**src/rtl/unsigned_16by8_seq_divider_if.sv**
```systemverilog
// Valid/ready operand and result bundle for the sequential 16-by-8 unsigned divider.
// The divider uses the slave modport; the producer/consumer uses the master modport.
interface unsigned_16by8_seq_divider_if #(
  parameter int unsigned WIDTH_N = 16,
  parameter int unsigned WIDTH_D = 8
);
  logic               in_valid;
  logic               in_ready;
  logic [WIDTH_N-1:0] z;
  logic [WIDTH_D-1:0] y;
  logic               out_valid;
  logic               out_ready;
  logic [WIDTH_N-1:0] q;
  logic [WIDTH_D-1:0] r;
  logic               ovf;
  logic               dbz;

  modport master (
    output in_valid,
    input  in_ready,
    output z,
    output y,
    input  out_valid,
    output out_ready,
    input  q,
    input  r,
    input  ovf,
    input  dbz
  );

  modport slave (
    input  in_valid,
    output in_ready,
    input  z,
    input  y,
    output out_valid,
    input  out_ready,
    output q,
    output r,
    output ovf,
    output dbz
  );
endinterface

```
**src/rtl/unsigned_16by8_seq_divider.sv**
```systemverilog
// Radix-2 restoring unsigned divider, one quotient bit per cycle, MSB first.
// Optional DIV_EARLY_EXIT_EN skips the leading-zero bits of the dividend.
module unsigned_16by8_seq_divider #(
  parameter int unsigned WIDTH_N = 16,
  parameter int unsigned WIDTH_D = 8
) (
  input logic                           clk_i,
  input logic                           rst_i,
  unsigned_16by8_seq_divider_if.slave   bus_io
);

  localparam int unsigned      CntW   = $clog2(WIDTH_N);
  localparam logic [CntW-1:0]  CntMax = CntW'(WIDTH_N - 1);

  typedef enum logic [1:0] {StIdle, StCalc, StDone} state_e;

  state_e             state_q;
  logic [WIDTH_N-1:0] z_q;
  logic [WIDTH_D-1:0] y_q;
  logic [WIDTH_D-1:0] pr_q;
  logic [WIDTH_N-1:0] quo_q;
  logic [CntW-1:0]    cnt_q;
  logic [WIDTH_N-1:0] q_q;
  logic [WIDTH_D-1:0] r_q;
  logic               ovf_q;
  logic               dbz_q;
  logic               in_ready_q;
  logic               out_valid_q;

  // One restoring step on the (WIDTH_D+1)-bit shifted partial remainder.
  logic [WIDTH_D:0]   pr_shift;
  logic [WIDTH_D:0]   pr_sub;
  logic               q_bit;
  logic [WIDTH_D-1:0] pr_next;
  logic [WIDTH_N-1:0] quo_next;

  always_comb begin
    pr_shift = {pr_q, z_q[cnt_q]};
    pr_sub   = pr_shift - {1'b0, y_q};
    // pr_shift < 2*y, so the difference lies in (-y, y): its sign bit is the borrow.
    q_bit    = ~pr_sub[WIDTH_D];
    pr_next  = q_bit ? pr_sub[WIDTH_D-1:0] : pr_shift[WIDTH_D-1:0];
    quo_next = {quo_q[WIDTH_N-2:0], q_bit};
  end

  logic [CntW-1:0] start_cnt;
  logic            z_zero;

`ifdef DIV_EARLY_EXIT_EN
  always_comb begin
    start_cnt = '0;
    for (int unsigned i = 0; i < WIDTH_N; i++) begin
      if (bus_io.z[i]) begin
        start_cnt = CntW'(i);
      end
    end
    z_zero = (bus_io.z == '0);
  end
`else
  assign start_cnt = CntMax;
  assign z_zero    = 1'b0;
`endif

  always_ff @(posedge clk_i) begin
    if (rst_i) begin
      state_q     <= StIdle;
      z_q         <= '0;
      y_q         <= '0;
      pr_q        <= '0;
      quo_q       <= '0;
      cnt_q       <= '0;
      q_q         <= '0;
      r_q         <= '0;
      ovf_q       <= 1'b0;
      dbz_q       <= 1'b0;
      in_ready_q  <= 1'b1;
      out_valid_q <= 1'b0;
    end else begin
      unique case (state_q)
        StIdle: begin
          if (bus_io.in_valid && in_ready_q) begin
            z_q        <= bus_io.z;
            y_q        <= bus_io.y;
            pr_q       <= '0;
            quo_q      <= '0;
            cnt_q      <= start_cnt;
            in_ready_q <= 1'b0;
            if (bus_io.y == '0) begin
              state_q <= StDone;
              q_q     <= '1;
              r_q     <= bus_io.z[WIDTH_D-1:0];
              ovf_q   <= 1'b1;
              dbz_q   <= 1'b1;
            end else if (z_zero) begin
              state_q <= StDone;
              q_q     <= '0;
              r_q     <= '0;
              ovf_q   <= 1'b0;
              dbz_q   <= 1'b0;
            end else begin
              state_q <= StCalc;
            end
          end
        end
        StCalc: begin
          pr_q  <= pr_next;
          quo_q <= quo_next;
          cnt_q <= cnt_q - CntW'(1);
          if (cnt_q == '0) begin
            state_q <= StDone;
            q_q     <= quo_next;
            r_q     <= pr_next;
            ovf_q   <= |quo_next[WIDTH_N-1:WIDTH_D];
            dbz_q   <= 1'b0;
          end
        end
        StDone: begin
          // First DONE cycle only raises out_valid; results were loaded on entry.
          if (!out_valid_q) begin
            out_valid_q <= 1'b1;
          end else if (bus_io.out_ready) begin
            out_valid_q <= 1'b0;
            in_ready_q  <= 1'b1;
            state_q     <= StIdle;
          end
        end
        default: begin
          state_q <= StIdle;
        end
      endcase
    end
  end

  assign bus_io.in_ready  = in_ready_q;
  assign bus_io.out_valid = out_valid_q;
  assign bus_io.q         = q_q;
  assign bus_io.r         = r_q;
  assign bus_io.ovf       = ovf_q;
  assign bus_io.dbz       = dbz_q;

endmodule

```
**src/flat_wrapper.sv**
```systemverilog
// flat-port wrapper written by rule: the top's interface ports become plain ports
module unsigned_16by8_seq_divider_flat 
#(
  parameter int unsigned WIDTH_N = 16,
  parameter int unsigned WIDTH_D = 8
)
  (clk_i, rst_i, bus_io_in_valid, bus_io_in_ready, bus_io_z, bus_io_y, bus_io_out_valid, bus_io_out_ready, bus_io_q, bus_io_r, bus_io_ovf, bus_io_dbz);
  unsigned_16by8_seq_divider_if #(.WIDTH_N(WIDTH_N), .WIDTH_D(WIDTH_D)) bus_io_i ();
  input logic clk_i;
  input logic rst_i;
  input wire logic [$bits(bus_io_i.in_valid)-1:0] bus_io_in_valid;
  output wire logic [$bits(bus_io_i.in_ready)-1:0] bus_io_in_ready;
  input wire logic [$bits(bus_io_i.z)-1:0] bus_io_z;
  input wire logic [$bits(bus_io_i.y)-1:0] bus_io_y;
  output wire logic [$bits(bus_io_i.out_valid)-1:0] bus_io_out_valid;
  input wire logic [$bits(bus_io_i.out_ready)-1:0] bus_io_out_ready;
  output wire logic [$bits(bus_io_i.q)-1:0] bus_io_q;
  output wire logic [$bits(bus_io_i.r)-1:0] bus_io_r;
  output wire logic [$bits(bus_io_i.ovf)-1:0] bus_io_ovf;
  output wire logic [$bits(bus_io_i.dbz)-1:0] bus_io_dbz;
  assign bus_io_i.in_valid = bus_io_in_valid;
  assign bus_io_in_ready = bus_io_i.in_ready;
  assign bus_io_i.z = bus_io_z;
  assign bus_io_i.y = bus_io_y;
  assign bus_io_out_valid = bus_io_i.out_valid;
  assign bus_io_i.out_ready = bus_io_out_ready;
  assign bus_io_q = bus_io_i.q;
  assign bus_io_r = bus_io_i.r;
  assign bus_io_ovf = bus_io_i.ovf;
  assign bus_io_dbz = bus_io_i.dbz;
  unsigned_16by8_seq_divider #(.WIDTH_N(WIDTH_N), .WIDTH_D(WIDTH_D)) u_core (.clk_i(clk_i), .rst_i(rst_i), .bus_io(bus_io_i));
endmodule
```
**config.mk**
```make
export PLATFORM = sky130hd
export DESIGN_NAME = unsigned_16by8_seq_divider_flat
export DESIGN_NICKNAME = d
export VERILOG_FILES = /design/src/rtl/unsigned_16by8_seq_divider_if.sv /design/src/rtl/unsigned_16by8_seq_divider.sv /design/src/flat_wrapper.sv
export SDC_FILE = /design/constraint.sdc
export NUM_CORES = 1
export LEC_CHECK = 0
export ABC_CLOCK_PERIOD_IN_PS = 4100
export CORE_AREA = 2 2 108 68
export CTS_BUF_LIST = sky130_fd_sc_hd__clkbuf_8
export DETAILED_ROUTE_END_ITERATION = 16
export DIE_AREA = 0 0 110 70
export HOLD_SLACK_MARGIN = 0.03
export PLACE_DENSITY_LB_ADDON = 0.15
export SYNTH_ARGS = -nofsm -noshare
export SYNTH_HDL_FRONTEND = slang
export SYNTH_SLANG_ARGS = --single-unit
```
**constraint.sdc**
```tcl
create_clock -name clk_i -period 4.1 [get_ports clk_i]
set_input_delay 0.41 -clock clk_i [delete_from_list [all_inputs] [get_ports clk_i]]
set_output_delay 0.41 -clock clk_i [all_outputs]
set_load 0.05 [all_outputs]
```
==> run metrics <==
critical path endpoint category flip-flop; Hold Crit Class reg -> reg; Pins Over Slew Limit 0; RD Place Congestion 0.853; Nets between 500 and 600; vias per cell 5.77; WL final 9330 um; CTS root buffer clkbuf_8; Layout Skew 6.58 ps; share of cells above drive strength 1 7.26%; routed vias between 3000 and 4000; Layout Area Growth over Synthesis 22.3%; post-synth cell types between 50 and 60; number of enable flip-flop cells after synthesis 0; Critical Path Max Stage Delay 550 ps; TritonCTS Buffers 9; final std cells w/o fill 573; worst path arrival time between 3000 and 4000 ps; asr flop ratio synth 0%; Cell Chain, Critical Path mux4_2 -> mux4_2 -> inv_1 -> ha_1 -> inv_1 -> fa_1 -> a21o_1 -> a22oi_1 -> a21oi_1 -> xor2_1 -> buf_4 -> mux2i_1 -> a32o_1; CP Launch Type flip-flop; RSZ-0062 raised after global routing false; Starting DRT DRC Count roughly 260; antenna violations before repair 0; fin crit period 3700 ps; CP max stage cell mux4_2; Final Setup Violations 0; worst-margin pin slew about 960 ps; Filler cells 613; die area roughly 0.0077 mm2; # IOs 56; mapped cell area around 0.0036 mm2; Mapped Avg Cell Area 8.35 um2; status finished clean; P_leak roughly 0.0016 uW; Fin Setup TNS 0 ps; Clock transition at path regs 80 ps; top_reg_cell synth dfxtp_1; period utilization 90.2%; ANT nets after route 0; post_cts resized 0; YS warnings 0; Placed Instances roughly 560; Die H 70 um; later-pin clock latency in the skew report 350 ps; Core ar. 0.00688 mm2; pin count of the biggest net entering global routing 72; number of global-route vias before repair 2964; crit path max fanout 11; power density over the cells 540 mW/mm2; grt ovf 0; Hold Buf Count CTS 0; diode count 0; number of port buffers 55; crit-path leading delay family multiplexers; # DRC 0; Starting Density a little over half; iteration count of the initial detailed-routing pass 5; Fin. Hold Viols 0; Rel. slew slack 36.0%; CTS tree built; WL per Instance 16.3 um; post-synthesis cell count around 440; worst vdd ir 0.000262 V; total nets after synthesis roughly 470; Core Util, Final 64.8%; estimated wirelength of the detail-placed design approximately 6300 um; Max Clk Rate 270 MHz; WP data required 4350 ps; Yosys reg bits 81; total track usage between 20% and 30%; # Post-CTS Setup Buffers 0; first-pass GRT wire length about 15000 um; max-capacitance violation count 0; total design power ~2400 uW; most frequent cells in the layout nand2_1, dfxtp_1, clkdlybuf4s50_1; CP bufs+invs 3; Num Clock Sinks 81; Setup CP Type reg -> reg; die width 110 um; Core Rows 24; H-tree lvl count 3; sequential area share after synthesis ~45%; Clock Path Buffers 2
metal layers:
layer	wire length [um]	up-vias	part of all wire, %	track usage, %
met5	0	-	0	0
met4	70	0	0.75	4.78
met3	716	10	7.7	7.00
met2	4020	119	43	35.3
met1	4520	1554	48	38.5
li1	-	1625	-	-
final timing paths:
kind / startpoint / endpoint / slack [ps] / cells past startpoint
worst max-delay path: u_core.cnt_q[0] / u_core.pr_q[4] / 400 / 13
worst min-delay path: u_core.y_q[7] / u_core.y_q[7] / 460 / 2
worst max register to register: u_core.cnt_q[0] / u_core.pr_q[4] / 400 / 13
worst min register to register: u_core.y_q[7] / u_core.y_q[7] / 460 / 2
cell usage after synthesis (all sizes together) (2+ instances only):
cell,n,area share (%)
a32oi,2,0.48
nor2,31,3.3
nand4,4,0.69
mux4,5,3.1
a31oi,3,0.52
dfxtp,81,45
a221oi,2,0.48
o221ai,3,0.72
a21oi,49,6.7
o21a,5,1.0
nor4,2,0.34
nor3,32,4.7
mux2i,5,1.4
and3,3,0.52
xnor2,5,1.2
nor2b,2,0.34
nand3,18,2.5
o21ai,10,1.4
clkbuf,16,1.6
a311oi,2,0.48
ha,9,3.1
o32ai,2,0.48
nand2,82,8.5
o32a,2,0.55
a21o,2,0.41
inv,15,1.5
xor2,3,0.72
a211oi,4,0.82
buf,15,2.3
a22oi,6,1.2
or4,2,0.52
state kept, by name, indices dropped and copies added, names as in the netlist:
register	cells
u_core.bus_io.ovf	1
u_core.bus_io.r	8
u_core.state_q	2
u_core.quo_q	15
u_core.bus_io.in_ready	1
u_core.cnt_q	4
u_core.bus_io.q	16
u_core.pr_q	8
u_core.bus_io.out_valid	1
u_core.bus_io.dbz	1
u_core.z_q	16
u_core.y_q	8
metrics by stage:
step	cell area (um2)	hold slack (ps)	setup WS, ps
global placement	4210	445	500
finish	4450	458	401
floorplan	3640	433	627
detailed placement	4210	449	437
CTS	4450	460	402
global route	4450	480	183
logic make-up after synthesis:
family | after synthesis | share of synthesized area (%)
and+or+nand+nor | 180 | 22.3
AOI/OAI and AO/OA | 101 | 17.6
DFF | 81 | 44.5
buffers and inverters | 46 | 5.53
muxes | 10 | 4.47
adders and majority gates | 10 | 3.64
xor gates and xnor gates | 8 | 1.92
power breakdown:
part           internal [uW]  switching [uW]  leakage, uW
clock                    418             291     0.000122
sequential               858            63.1     0.000659
combinational            299             474     0.000798
total                   1570             829      0.00158
cell type report:
type,instances,area (um2),area share [%]
multi-input combinational,309,1820,40.9
sequential,81,1620,36.4
timing repair buffer,62,598,13.4
clock buffer,10,138,3.09
tap,91,114,2.56
clock inverter,5,104,2.33
inverter,15,56.3,1.26
worst register-to-register path, stage by stage, from the launching register on:
cell and delay, ps:
dfxtp_1 540, mux4_2 550, mux4_2 520, inv_1 80
ha_1 170, inv_1 60, fa_1 450, a21o_1 210
a22oi_1 140, a21oi_1 120, xor2_1 150, buf_4 200
mux2i_1 130, a32o_1 260
Power figures use the tool's default switching activity.
